===== src/rtl/serial_add_sequencer_if.sv =====
// Parallel operand/result handshake between a requester and serial_add_sequencer.
// The SERIAL_SUB_EN macro adds the 'sub' request bit (subtract when set).
`timescale 1ns/1ps
interface serial_add_sequencer_if #(
    parameter int WIDTH = 4
);
    logic             start;
    logic [WIDTH-1:0] a;
    logic [WIDTH-1:0] b;
`ifdef SERIAL_SUB_EN
    logic             sub;
`endif
    logic             busy;
    logic             done;
    logic [WIDTH:0]   sum;

    // Requester side: issues operands, observes status and result.
    modport master (
        output start, a, b,
`ifdef SERIAL_SUB_EN
        output sub,
`endif
        input  busy, done, sum
    );

    // Sequencer side.
    modport slave (
        input  start, a, b,
`ifdef SERIAL_SUB_EN
        input  sub,
`endif
        output busy, done, sum
    );
endinterface


===== src/rtl/serial_add_sequencer.sv =====
// Operand/result sequencer around a 2-state Mealy serial adder.
// Operands are shifted out LSB-first on x_o/y_o; the adder's sum bit s_i is
// collected back into a (WIDTH+1)-bit result with carry-out as MSB.
// Optional feature macro: SERIAL_SUB_EN (adds 'sub' and a carry-preset cycle
// so the same adder computes a + ~b + 1).
`timescale 1ns/1ps
module serial_add_sequencer #(
    parameter int WIDTH = 4
) (
    input  logic                 clock,
    input  logic                 reset,   // asynchronous, active-low
    serial_add_sequencer_if.slave bus,
    input  logic                 s_i,     // serial sum bit from the adder
    output logic                 x_o,     // serial A bit to the adder
    output logic                 y_o      // serial B bit to the adder
);
    localparam int CW = $clog2(WIDTH + 1);
    localparam logic [CW-1:0] LAST_BIT = CW'(WIDTH - 1);

`ifdef SERIAL_SUB_EN
    typedef enum logic [2:0] {IDLE, SHIFT, CARRY, DONE, PRESET} state_t;
`else
    typedef enum logic [1:0] {IDLE, SHIFT, CARRY, DONE} state_t;
`endif

    state_t           state_q;
    logic [WIDTH-1:0] a_sh_q;
    logic [WIDTH-1:0] b_sh_q;
    logic [WIDTH-1:0] res_q;    // res_q[k] = sum bit captured in SHIFT cycle k
    logic [WIDTH:0]   sum_q;
    logic [CW-1:0]    cnt_q;
    logic             busy_q;
    logic             done_q;
`ifdef SERIAL_SUB_EN
    logic             sub_q;
`endif

    // Sequencer FSM: operand capture, bit shifting, result collection, handshake.
    always_ff @(posedge clock or negedge reset) begin
        if (!reset) begin
            state_q <= IDLE;
            a_sh_q  <= '0;
            b_sh_q  <= '0;
            res_q   <= '0;
            sum_q   <= '0;
            cnt_q   <= '0;
            busy_q  <= 1'b0;
            done_q  <= 1'b0;
`ifdef SERIAL_SUB_EN
            sub_q   <= 1'b0;
`endif
        end else begin
            done_q <= 1'b0;
            case (state_q)
                IDLE: begin
                    if (bus.start) begin
                        a_sh_q <= bus.a;
                        b_sh_q <= bus.b;
                        cnt_q  <= '0;
                        busy_q <= 1'b1;
`ifdef SERIAL_SUB_EN
                        sub_q   <= bus.sub;
                        state_q <= bus.sub ? PRESET : SHIFT;
`else
                        state_q <= SHIFT;
`endif
                    end
                end
`ifdef SERIAL_SUB_EN
                // x=y=1 this cycle pushes the adder into its carry state.
                PRESET: state_q <= SHIFT;
`endif
                SHIFT: begin
                    res_q  <= {s_i, res_q[WIDTH-1:1]};
                    a_sh_q <= a_sh_q >> 1;
                    b_sh_q <= b_sh_q >> 1;
                    cnt_q  <= cnt_q + CW'(1);
                    if (cnt_q == LAST_BIT) begin
                        state_q <= CARRY;
                    end
                end
                CARRY: begin
                    // With x=y=0 the adder emits its carry and drops back to no-carry.
                    sum_q   <= {s_i, res_q};
                    done_q  <= 1'b1;
                    state_q <= DONE;
                end
                DONE: begin
                    busy_q  <= 1'b0;
                    state_q <= IDLE;
                end
                default: state_q <= IDLE;
            endcase
        end
    end

    // Adder inputs depend only on state and shift-register LSBs (no path from start or s_i).
    always_comb begin
        x_o = 1'b0;
        y_o = 1'b0;
        case (state_q)
            SHIFT: begin
                x_o = a_sh_q[0];
`ifdef SERIAL_SUB_EN
                y_o = b_sh_q[0] ^ sub_q;
`else
                y_o = b_sh_q[0];
`endif
            end
`ifdef SERIAL_SUB_EN
            PRESET: begin
                x_o = 1'b1;
                y_o = 1'b1;
            end
`endif
            default: begin
                x_o = 1'b0;
                y_o = 1'b0;
            end
        endcase
    end

    assign bus.busy = busy_q;
    assign bus.done = done_q;
    assign bus.sum  = sum_q;
endmodule


===== src/flat_wrapper.sv =====
// flat-port wrapper written by rule: the top's interface ports become plain ports
module serial_add_sequencer_flat 
#(
    parameter int WIDTH = 4
)
  (clock, reset, s_i, x_o, y_o, bus_start, bus_a, bus_b, bus_busy, bus_done, bus_sum);
  serial_add_sequencer_if #(.WIDTH(WIDTH)) bus_i ();
  input  logic clock;
  input  logic reset;
  input  logic s_i;
  output logic x_o;
  output logic y_o;
  input wire logic [$bits(bus_i.start)-1:0] bus_start;
  input wire logic [$bits(bus_i.a)-1:0] bus_a;
  input wire logic [$bits(bus_i.b)-1:0] bus_b;
  output wire logic [$bits(bus_i.busy)-1:0] bus_busy;
  output wire logic [$bits(bus_i.done)-1:0] bus_done;
  output wire logic [$bits(bus_i.sum)-1:0] bus_sum;
  assign bus_i.start = bus_start;
  assign bus_i.a = bus_a;
  assign bus_i.b = bus_b;
  assign bus_busy = bus_i.busy;
  assign bus_done = bus_i.done;
  assign bus_sum = bus_i.sum;
  serial_add_sequencer #(.WIDTH(WIDTH)) u_core (.clock(clock), .reset(reset), .bus(bus_i), .s_i(s_i), .x_o(x_o), .y_o(y_o));
endmodule

===== config.mk =====
export PLATFORM = sky130hd
export DESIGN_NAME = serial_add_sequencer_flat
export DESIGN_NICKNAME = d
export VERILOG_FILES = /design/src/rtl/serial_add_sequencer_if.sv /design/src/rtl/serial_add_sequencer.sv /design/src/flat_wrapper.sv
export SDC_FILE = /design/constraint.sdc
export NUM_CORES = 1
export LEC_CHECK = 0
export CAP_MARGIN = 20
export CORE_MARGIN = 2
export CORE_UTILIZATION = 49
export DETAILED_ROUTE_END_ITERATION = 7
export MAX_ROUTING_LAYER = met4
export PLACE_DENSITY = 0.75
export REMOVE_ABC_BUFFERS = 1
export SETUP_SLACK_MARGIN = 0.4
export SYNTH_ARGS = -nofsm -noshare
export SYNTH_HDL_FRONTEND = slang
export SYNTH_SLANG_ARGS = --single-unit

===== constraint.sdc =====
create_clock -name clock -period 1.9 [get_ports clock]
set_input_delay 0.38 -clock clock [delete_from_list [all_inputs] [get_ports clock]]
set_output_delay 0.38 -clock clock [all_outputs]
set_load 0.05 [all_outputs]

==> impl_metrics.tcl, run 1 <==
set metrics [dict create \
    hold_path_class "in -> async" \
    area_growth_syn_to_layout_pct 32.6 \
    htreeDepth 1 \
    multi_input_area_um2 557 \
    cts_buffers 3 \
    grt_max_degree 25 \
    antennaDiodeCount 0 \
    r2r-start "u_core.state_q[0]" \
    sw_frac_of_total 0.418 \
    grt_usage 0.199 \
    die-area_um2 2780 \
    ios 21 \
    slew_viol_final 0 \
    r2r_slack_ns 0.37 \
    path_max_fanout 5 \
    post-dp-hpwl_mm 1.59 \
    fillers 173 \
    die-width_um 52.7 \
    tritoncts "yes" \
    layout_min_cycle_time_ns 1.61 \
    synth.most_common_cell "dfrtp_1" \
    setup_viol 0 \
    crit_buf_inv 2 \
    ys_ff_latch 24 \
    p_per_area_nw_per_um2 1810 \
    gp_congestion 0.886 \
    rows 17 \
    ys.flop_type "dfrtp_1" \
    coreArea_um2 2230 \
    syn_inst 97 \
    nets 145 \
    ys_top_cells_by_count "dfrtp_1 (24), mux2_1 (9), ha_1 (6), o21ai_1 (6)" \
    io_buffers 20 \
    path_class "reg -> out" \
    start_util 0.521 \
    finalHoldViolations 0 \
    cp_data_required_time_ns 1.52 \
    fin_ws_ns 0.288 \
    crit_path_max_incr_delay_ns 0.41 \
    drv_cap 0 \
    irDropWorstVdd_mv 1.34 \
    netlist_area_um2 1160 \
    fin_tns_setup_ns 0 \
    tightest_slew_ns 0.319 \
    crit_family "flip-flops" \
    syn_area_per_cell_um2 12.0 \
    clk_latency_ns 0.31 \
    fmax_ghz 0.620 \
    crit_chain "inv_2, ha_4, and2_4, buf_12" \
    setup.worst_path.start_class "register" \
    ctsRootBufferMaster "clkbuf_4" \
    routed_via_density 5.62 \
    clk_path_buf_depth 2 \
    switching_power_mw 1.17 \
    synth_area_leaders "dfrtp_1 (52%), mux2_1 (8.7%), ha_1 (6.5%)" \
    cp.arrival_ns 1.23 \
    grt_pass1_vias 849 \
    first_pass_iters 4 \
    p_clk_frac 0.075 \
    synth_edf_count 0 \
    slew_headroom 0.787 \
    drt-initial-drc-count 17 \
    whs_ns 0.412 \
    status "finished, final reports clean" \
    netlist.area_leader.share 0.516 \
    timing.final.crit_share 0.848 \
    intPower_mw 1.62 \
    drc 0 \
    antenna_left 0 \
    synth_top_area_cell "dfrtp_1" \
    pwr-share-seq 0.325 \
    finalWirelength_mm 2.39 \
    power_mw 2.79 \
    antenna_found_initial 0 \
    grt-ovfl-total 0 \
    seqCellArea_um2 602 \
    dieHeight_um 52.7 \
    leakage_nw 0.658 \
    ys_seq_area_frac 0.516 \
    async_reset_ff_frac 1.00 \
    clock_sinks 24 \
    detail_route.wl_per_cell_um 15.6 \
    power_frac_comb 0.600 \
    reg2reg_depth 5 \
    clkTransAtPathRegs_ns 0.12 \
    synth_cell_types 28 \
    worstReg2RegEnd "u_core.state_q[1]" \
    vias 860 \
    dp_worst_setup_slack_ns 0.0717 \
    fin_worst_skew_ns 0.0124 \
    grt_setup_unrepaired "true" \
    end_kind "output pin" \
    drive_above_1_share 0.296 \
    synth-warning-count 0 \
    grt_pass1_wl_mm 3.82 \
    slowest_stage "dfrtp_1" \
]
[metrics by stage]
stage                      util  cells  instance area, um^2
after floorplan               -     90                 1120
after global placement    0.640    145                 1430
after detailed placement  0.640    145                 1430
after CTS                 0.673    151                 1500
after global routing      0.691    153                 1540
final                     0.691    153                 1540
[worst max path at each step]
| stage | endpoint | slack [ns] | depth (start not counted) | start |
|---|---|---|---|---|
| 2_1_floorplan | u_core.state_q[1] | 0.02 | 5 | u_core.state_q[0] |
| 3_3_place_gp | u_core.b_sh_q[1] | 0.14 | 4 | bus_start |
| 4_1_cts | x_o | 0.26 | 4 | u_core.state_q[1] |
| 3_5_place_dp | u_core.b_sh_q[1] | 0.07 | 4 | bus_start |
| 6_report | x_o | 0.29 | 4 | u_core.state_q[1] |
| 5_1_grt | x_o | 0.23 | 4 | u_core.state_q[1] |
[layer usage]
layer  vias to the layer above  track usage  wire length, um
met5                         -            -                0
met4                         0       0.0598               17
met3                         2       0.0600              119
met2                        20        0.313             1190
met1                       430        0.246             1060
li1                        408            -                -
[logic make-up after synthesis]
| family | after synthesis | synth area share |
|---|---|---|
| adder cells (fa/ha/maj) | 6 | 0.0645 |
| AO/OA/AOI/OAI | 20 | 0.133 |
| AND/OR/NAND/NOR | 27 | 0.142 |
| multiplexers | 10 | 0.100 |
| buffers and inverters | 10 | 0.0441 |
| flip-flops | 24 | 0.516 |
[cells in the final DEF (no fill, tap or decap)]
master            n
mux2_4            1
nand2_2           1
a32o_1            1
nand2b_1          2
nand3b_1          2
inv_2             1
clkbuf_4          3
nor2b_4           1
mux2_1            9
o22a_1            4
a21oi_1           1
clkdlybuf4s15_2   6
buf_12            2
o32a_1            1
a21oi_2           1
nor2_4            1
nor3b_1           1
nand2b_2          1
ha_4              2
buf_4            13
and2b_2           1
nor2_1            1
inv_1             2
o2bb2ai_1         1
dfrtp_1          23
clkdlybuf4s50_1  11
a31oi_1           1
nor2b_1           1
nand4b_1          3
and2_4            2
o221a_1           4
nand2_1           5
dfrtp_2           1
nand3_1           5
ha_1              4
o21ai_1           6
[area by class of cell]
type	instances	share of cell area
Multi-Input combinational cell	63	0.361
Tap cell	28	0.0227
Timing Repair Buffer	32	0.204
Clock buffer	3	0.0146
Inverter	3	0.00730
Sequential cell	24	0.390
[sequential cells by signal, summed over array words and instances, names as in the netlist]
signal / cells
u_core.a_sh_q: 4
u_core.b_sh_q: 4
u_core.bus.busy: 1
u_core.bus.done: 1
u_core.bus.sum: 5
u_core.cnt_q: 3
u_core.res_q: 4
u_core.state_q: 2
[worst reg2reg max path, cell delays in order, from the launching register on]
cell and delay [ns]:
dfrtp_2 0.45, ha_4 0.19, buf_4 0.16, and2b_2 0.22, nor2_4 0.11, mux2_4 0.30
[repair_timing]
item,4_1_cts,5_1_grt
setup buffers,3,2
pin swaps,0,1
resized for setup,25,6
hold buffers,0,0
setup endpoints to repair,26,16
[power groups by stage]
stage,clock (mW),sequential [mW],combinational (mW)
detailed placement,0,0.910,1.50
global route,0.242,0.943,1.79
finish,0.211,0.906,1.67
global placement,0,0.900,1.47
CTS,0.222,0.899,1.59
floorplan,0,1.13,0.774
Note: power is estimated with default switching activity, not from simulation.
==> run 2: changes to the inputs <==
- clock period: 1.9 -> 1.6 ns (I/O delays scaled with it)
==> run 2 against run 1 <==
  * Non-clock buffer count grew 11
  * Clock power rose by 52%
  * Clock skew down 0.0024 ns
  * Sequential power up 21%
  * Critical path depth did not move
  * Worst hold slack lost 0.077 ns
  * Total power is 43% higher
  * Highest routed layer unchanged
  * Core utilization up 9.0 points
==> impl_metrics.tcl, run 2 (same netlist as run 1, synthesis figures left out) <==
set metrics [dict create \
    status "finished, final reports clean" \
    ctsRootBufferMaster "clkbuf_4" \
    cp_data_required_time_ns 1.28 \
    sw_frac_of_total 0.393 \
    power_frac_comb 0.644 \
    path_max_fanout 4 \
    slew_viol_final 0 \
    drc 0 \
    pwr-share-seq 0.276 \
    area_growth_syn_to_layout_pct 49.9 \
    clk_latency_ns 0.32 \
    post-dp-hpwl_mm 1.66 \
    grt_pass1_vias 911 \
    setup_viol 0 \
    stdcell_count 165 \
    final_common_cell "dfrtp_1" \
    whs_ns 0.336 \
    end_kind "output pin" \
    drive_above_1_share 0.423 \
    clock_sinks 24 \
    fin_worst_skew_ns 0.0101 \
    fmax_ghz 0.626 \
    drv_cap 0 \
    coreArea_um2 2230 \
    tritoncts "yes" \
    first_pass_iters 4 \
    path_class "reg -> out" \
    mostFrequentLayoutCells "dfrtp_1 (24), buf_4 (19), clkdlybuf4s50_1 (11)" \
    vias 905 \
    detail_route.wl_per_cell_um 16.4 \
    timing.final.crit_share 0.998 \
    grt-ovfl-total 0 \
    dp_worst_setup_slack_ns -0.0122 \
    crit_path_max_incr_delay_ns 0.42 \
    crit_buf_inv 2 \
    grt_setup_unrepaired "true" \
    intPower_mw 2.42 \
    rows 17 \
    antenna_left 0 \
    io_buffers 20 \
    finalWirelength_mm 2.70 \
    crit_family "flip-flops" \
    cts_buffers 3 \
    grt_pass1_wl_mm 4.36 \
    hold_path_class "in -> async" \
    ios 21 \
    antennaDiodeCount 0 \
    dp_cells 149 \
    grt_max_degree 25 \
    routed_via_density 5.48 \
    p_per_area_nw_per_um2 2290 \
    start_util 0.521 \
    leakage_nw 0.779 \
    layout_min_cycle_time_ns 1.60 \
    grt_usage 0.225 \
    irDropWorstVdd_mv 1.63 \
    tightest_slew_ns 0.314 \
    slew_headroom 0.790 \
    clkTransAtPathRegs_ns 0.13 \
    htreeDepth 1 \
    largest_register_ffs 5 \
    fin_ws_ns 0.00261 \
    setup.worst_path.start_class "register" \
    fin_tns_setup_ns 0 \
    cts_hold_buf 0 \
    clk_path_buf_depth 2 \
    p_clk_frac 0.080 \
    crit_chain "inv_2, ha_4, and2_4, buf_12" \
    slowest_stage "dfrtp_1" \
    cp.arrival_ns 1.28 \
    finalHoldViolations 0 \
    switching_power_mw 1.57 \
    die-area_um2 2780 \
    gp_congestion 0.878 \
    drt-initial-drc-count 11 \
    dieHeight_um 52.7 \
    die-width_um 52.7 \
    antenna_found_initial 0 \
    nets 156 \
]
## run 2: cell count changes in the layout (fill, tap and decap cells not counted), moves of 5 or more
cell | previous run | this run
buf_4 | 13 | 19
buf_6 | 0 | 8
clkdlybuf4s15_2 | 6 | 0
mux2_1 | 9 | 4
mux2_4 | 1 | 6
## run 2: repair_timing
action / 4_1_cts / 5_1_grt
gates cloned: 1 / 0
gates resized for setup: 31 / 4
pin swaps: 4 / 1
endpoints found under the setup margin: 32 / 32
buffers inserted: 8 / 3
## run 2: path summary, 6_finish.rpt
kind                                   start           endpoint  slack [ns]  cells past startpoint
hold reg to reg              u_core.cnt_q[0]    u_core.cnt_q[0]        0.49                      1
setup reg to reg           u_core.state_q[0]  u_core.state_q[1]        0.08                      6
min in group clock           u_core.cnt_q[0]    u_core.cnt_q[0]        0.49                      1
setup / recovery           u_core.state_q[1]                x_o       0.003                      4
max in group asynchronous              reset    u_core.res_q[2]        1.02                      2
hold / removal                         reset  u_core.bus.sum[1]        0.34                      2
## run 2: layout make-up
cell class / count / area [um^2]
clock buffers: 4 / 36.3
fillers: 135 / 489
inverters: 3 / 13.8
multi-input cells: 63 / 608
flip-flops and latches: 24 / 601
well taps: 28 / 35.0
repair buffers: 43 / 450
## run 2: routing by layer
layer / track usage / vias up / share of wire
met5: - / - / 0
met4: 0.0513 / 0 / 0.0078
met3: 0.0600 / 2 / 0.030
met2: 0.350 / 12 / 0.50
met1: 0.296 / 461 / 0.46
li1: - / 430 / -
## run 2: through the flow
| step | total power [mW] | area, um^2 | utilization |
|---|---|---|---|
| 6_report | 3.99 | 1740 | 0.781 |
| 5_1_grt | 4.23 | 1740 | 0.781 |
| 4_1_cts | 3.88 | 1710 | 0.765 |
| 3_5_place_dp | 2.95 | 1460 | 0.652 |
| 3_3_place_gp | 2.87 | 1460 | 0.652 |
| 2_1_floorplan | 2.26 | 1120 | - |
## run 2: worst reg2reg max path, delay by kind of cell (launching register included)
kind | cells | cell delay [ns]
simple gates | 2 | 0.26
buf+inv | 2 | 0.23
fa+ha+maj | 1 | 0.20
mux | 1 | 0.29
flops | 1 | 0.44
## run 2: power groups by stage
stage | combinational [mW] | clock, mW | sequential (mW)
2_1_floorplan | 0.919 | 0 | 1.34
3_3_place_gp | 1.81 | 0 | 1.07
3_5_place_dp | 1.87 | 0 | 1.09
4_1_cts | 2.47 | 0.327 | 1.09
5_1_grt | 2.74 | 0.353 | 1.14
6_report | 2.57 | 0.320 | 1.10
